$ cat src/rtl/truth_table_scanner.sv
// truth_table_scanner: steps a 2**N_IN-entry operand sweep through an external
// combinational block, waits SETTLE_CYCLES per operand, samples the block's
// 1-bit result and assembles the complete truth table plus its population count.
module truth_table_scanner #(
   parameter int N_IN          = 4,
   parameter int SETTLE_CYCLES = 2
) (
   input  logic                 clk,
   input  logic                 rst_n,
   input  logic                 start,
   input  logic                 abort,
   input  logic                 y_in,
   output logic [N_IN-1:0]      a_out,
   output logic                 busy,
   output logic                 done,
   output logic                 table_valid,
   output logic [2**N_IN-1:0]   table_out,
   output logic [N_IN:0]        ones_count
);

   localparam int              TW       = 2**N_IN;
   localparam logic [N_IN-1:0] A_LAST   = '1;
   localparam logic [7:0]      CNT_LAST = 8'(SETTLE_CYCLES - 1);

   typedef enum logic [1:0] {
      S_IDLE   = 2'd0,
      S_SETTLE = 2'd1,
      S_SAMPLE = 2'd2,
      S_DONE   = 2'd3
   } state_t;

   state_t            r_state, w_state_nxt;
   logic [N_IN-1:0]   r_a,     w_a_nxt;
   logic [7:0]        r_cnt,   w_cnt_nxt;
   logic [TW-1:0]     r_table, w_table_nxt;
   logic [N_IN:0]     r_ones,  w_ones_nxt;
   logic              r_tv,    w_tv_nxt;
   logic              r_busy,  w_busy_nxt;
   logic              r_done,  w_done_nxt;

   // Next-state and next-datapath decode; abort overrides every transition.
   always_comb begin
      w_state_nxt = r_state;
      w_a_nxt     = r_a;
      w_cnt_nxt   = r_cnt;
      w_table_nxt = r_table;
      w_ones_nxt  = r_ones;
      w_tv_nxt    = r_tv;
      unique case (r_state)
         S_IDLE: begin
            w_a_nxt = '0;
            if (start) begin
               w_table_nxt = '0;
               w_ones_nxt  = '0;
               w_tv_nxt    = 1'b0;
               w_cnt_nxt   = '0;
               w_state_nxt = S_SETTLE;
            end
         end
         S_SETTLE: begin
            if (r_cnt == CNT_LAST) begin
               w_state_nxt = S_SAMPLE;
            end else begin
               w_cnt_nxt = r_cnt + 8'd1;
            end
         end
         S_SAMPLE: begin
            w_table_nxt[r_a] = y_in;
            w_ones_nxt       = r_ones + (N_IN+1)'(y_in);
            if (r_a == A_LAST) begin
               w_tv_nxt    = 1'b1;
               w_state_nxt = S_DONE;
            end else begin
               w_a_nxt     = r_a + 1'b1;
               w_cnt_nxt   = '0;
               w_state_nxt = S_SETTLE;
            end
         end
         S_DONE: begin
            w_a_nxt     = '0;
            w_state_nxt = S_IDLE;
         end
         default: begin
            w_a_nxt     = '0;
            w_state_nxt = S_IDLE;
         end
      endcase
      // A cancelled scan must never look complete, so the valid flag is frozen.
      if (abort && (r_state != S_IDLE)) begin
         w_state_nxt = S_IDLE;
         w_a_nxt     = '0;
         w_cnt_nxt   = '0;
         w_tv_nxt    = r_tv;
      end
      w_busy_nxt = (w_state_nxt != S_IDLE);
      w_done_nxt = (w_state_nxt == S_DONE);
   end

   // State register.
   always_ff @(posedge clk or negedge rst_n) begin
      if (!rst_n) begin
         r_state <= S_IDLE;
      end else begin
         r_state <= w_state_nxt;
      end
   end

   // Operand, counter, table and registered status flags.
   always_ff @(posedge clk or negedge rst_n) begin
      if (!rst_n) begin
         r_a     <= '0;
         r_cnt   <= '0;
         r_table <= '0;
         r_ones  <= '0;
         r_tv    <= 1'b0;
         r_busy  <= 1'b0;
         r_done  <= 1'b0;
      end else begin
         r_a     <= w_a_nxt;
         r_cnt   <= w_cnt_nxt;
         r_table <= w_table_nxt;
         r_ones  <= w_ones_nxt;
         r_tv    <= w_tv_nxt;
         r_busy  <= w_busy_nxt;
         r_done  <= w_done_nxt;
      end
   end

   assign a_out       = r_a;
   assign busy        = r_busy;
   assign done        = r_done;
   assign table_valid = r_tv;
   assign table_out   = r_table;
   assign ones_count  = r_ones;

endmodule

$ cat config.mk
export PLATFORM = sky130hd
export DESIGN_NAME = truth_table_scanner
export DESIGN_NICKNAME = d
export VERILOG_FILES = /design/src/rtl/truth_table_scanner.sv
export SDC_FILE = /design/constraint.sdc
export NUM_CORES = 1
export LEC_CHECK = 0
export ABC_CLOCK_PERIOD_IN_PS = 2350
export CAP_MARGIN = 20
export CORE_MARGIN = 3
export CORE_UTILIZATION = 55
export DETAILED_ROUTE_END_ITERATION = 7
export DONT_BUFFER_PORTS = 1
export PLACE_DENSITY_LB_ADDON = 0.25
export RECOVER_POWER = 25
export SYNTH_ARGS = -nofsm -noshare
export SYNTH_HDL_FRONTEND = slang
export SYNTH_SLANG_ARGS = --single-unit
export TNS_END_PERCENT = 1
$ cat constraint.sdc
create_clock -name clk -period 2.35 [get_ports clk]
set_input_delay 0.47 -clock clk [delete_from_list [all_inputs] [get_ports clk]]
set_output_delay 0.47 -clock clk [all_outputs]
set_load 0.02 [all_outputs]
==> impl_metrics.tcl <==
set metrics [dict create \
    outcome "finished, violations left" \
    failed_checks "max-capacitance violations, max-slew violations" \
    die_area_mm2 0.00484 \
    start_kind "register" \
    place_hpwl_mm 3.39 \
    met1_length_mm 2.11 \
    grt_max_degree 39 \
    avgViaCountPerCell 6.35 \
    insertion_delay_ns 0.29 \
    synth.area.top_cells "dfrtp_1 43%, mux2_2 8.1%, a22o_1 7.5%, ha_1 6.2%, nand2_1 3.4%" \
    fmax_mhz 485 \
    synth_area_mm2 0.00222 \
    ant_nets 0 \
    syn_nets 227 \
    final_cell_area_mm2 0.00245 \
    drc_errors 0 \
    hold_viol_final 0 \
    synth_edf_count 0 \
    setup_violations 0 \
    clk_pin_slew_ns 0.08 \
    rows 22 \
    wl_mm 4.88 \
    place_ws_ns 0.131 \
    seq_area_frac_synth 0.427 \
    rsz0062_at_grt "no" \
    skew_ns 0.00731 \
    worstPathRequired_ns 2.53 \
    grt_first_pass_wirelength_mm 8.26 \
    hold_class "input pin to register" \
    synth-compound-area-share 0.181 \
    leakagePower_nw 1.12 \
    arrival_ns 2.24 \
    synth_ff_type "dfrtp_1" \
    root_buffer "clkbuf_8" \
    fin_setup_tns_ns 0 \
    placed_area_mm2 0.00229 \
    start_util 0.590 \
    crit_type "register to register" \
    setup_ws_ns 0.290 \
    io_buffers 0 \
    synthArstFlopShare 1.00 \
    yosys.area.top_type "dfrtp_1" \
    grt_overflow 0 \
    syn_area_per_cell_um2 10.5 \
    yosys-mux-area-fraction 0.111 \
    crit_family "buffers and inverters" \
    slew_headroom -0.136 \
    ir_drop_v 0.000581 \
    syn_to_final_growth_pct 10.1 \
    ys_ff_latch 38 \
    routedWlPerCell_um 18.4 \
    synth.most_common_cell "dfrtp_1" \
    post_cts_buffers 0 \
    grt_usage 0.210 \
    diodes 0 \
    cp_max_fo 26 \
    period_share 0.877 \
    firstDrtPassIters 4 \
    maxCapViolCount 1 \
    synth_xor_area_frac 0.00787 \
    netlist.area_leader.share 0.427 \
    drive_gt1_frac 0.193 \
    pin_count 33 \
    power.density_mw_per_mm2 883 \
    routed.top_layer "met4" \
    yosysWarnings 0 \
    antenna_found_initial 0 \
    fp.dieW_um 69.6 \
    synth_top_family_by_area "compound AO/OA/AOI/OAI gates" \
    totalPowerFinal_mw 2.16 \
    hold_ws_ns 0.462 \
    min_period_ns 2.06 \
    first_global_vias 1675 \
    clock_sinks 38 \
    drv_slew 39 \
    yosys-top-cells-count "38 x dfrtp_1, 20 x nand2_1, 19 x a22o_1" \
    synth_fa_ha_area_frac 0.0619 \
    htree_levels 2 \
    route.met3.wl_um 187 \
    critPathMaxStageDelay_ns 0.42 \
    cts_buffers 5 \
    synthSimpleGateAreaFrac 0.170 \
    drtIter0Drc 144 \
    cts_tree "yes" \
    dr_total_vias 1689 \
    path_cells "inv_1 > ha_1 > mux2i_4 > buf_4 > nor3_1 > a21o_1 > a22o_1" \
    route.met2.wl_mm 2.50 \
    dieHeight_um 69.6 \
    core_area_mm2 0.00377 \
    critical-path-slowest-cell "dfrtp_1" \
    synth_cell_types 44 \
    synthCells 211 \
    path_buf_inv 2 \
    layout.nets 233 \
    place.gp.congestion 0.842 \
    worstMarginPinSlew_ns 1.70 \
    clockBufferDepth 2 \
    end_kind "register" \
]
==> through the flow <==
stage,utilization,std cells
detailed placement,0.607,257
global placement,0.607,257
floorplan,-,211
CTS,0.651,266
global route,0.649,266
finish,0.649,266
==> where the power goes <==
group	total (mW)	internal, mW	switching, mW
Combinational	0.703	0.256	0.446
Clock	0.691	0.453	0.238
Sequential	0.768	0.699	0.0686
==> placed cells by master, fill, tap and decap left out, types with 2 or more instances in the layout <==
master and n:
nand4_1 5, o2bb2ai_1 2, xnor2_1 2, nand2_1 20, buf_4 10, a22o_1 19, nor3b_1 2, mux2i_1 3
a21o_1 2, nand2b_1 5, a31oi_1 2, a21oi_1 5, ha_1 11, dfrtp_1 38, a32o_1 5, nor2_1 11
nor3_1 6, bufinv_16 2, o2111ai_1 4, nand3_1 8, and3_1 3, nor2b_1 3, mux2_2 16, clkbuf_8 6
o21ai_0 3, inv_1 6
==> worst paths after layout <==
path	startpoint	to	slack [ns]	cells after the start
min in group asynchronous	rst_n	table_out[2]	0.72	1
worst min-delay path	y_in	ones_count[0]	0.46	2
worst max register to register	r_state[0]	ones_count[3]	0.29	7
worst min register to register	r_cnt[7]	r_cnt[7]	0.59	1
worst max-delay path	r_state[0]	ones_count[3]	0.29	7
max in group asynchronous	rst_n	a_out[3]	0.64	1
==> cell families after synthesis <==
kind of cell | after synthesis
buffers and inverters | 18
AOI/OAI and AO/OA | 50
adders and majority gates | 11
xor gates and xnor gates | 2
muxes | 21
DFF | 38
and+or+nand+nor | 71
==> state kept, by name, summed over array words and instances, names as in the netlist <==
signal / count
r_state: 2
ones_count: 5
busy: 1
table_out: 16
r_cnt: 8
done: 1
a_out: 4
table_valid: 1
==> worst register-to-register path: stages (launching register included) <==
cell,delay (ns)
dfrtp_1,0.42
inv_1,0.12
ha_1,0.36
mux2i_4,0.31
buf_4,0.31
nor3_1,0.10
a21o_1,0.16
a22o_1,0.18
==> repair_timing <==
action / CTS / global route
resized for setup: 0 / 1
setup endpoints to repair: 0 / 15
hold buffers: 1 / 0
hold endpoints to repair: 38 / 0
==> per-layer routing <==
metal | GRT usage | vias up
met1 | 0.269 | 844
met5 | 0 | -
met3 | 0.0391 | 7
met2 | 0.347 | 45
li1 | - | 793
met4 | 0.0846 | 0
==> area by class of cell <==
cell class,count,area (um2)
timing repair buffer,11,87.6
clock inverter,2,60.1
inverter,6,22.5
fill,285,1320
multi-input combinational,155,1180
clock buffer,6,82.6
sequential,38,951
tap,48,60.1
(Power assumes the default switching activity.)
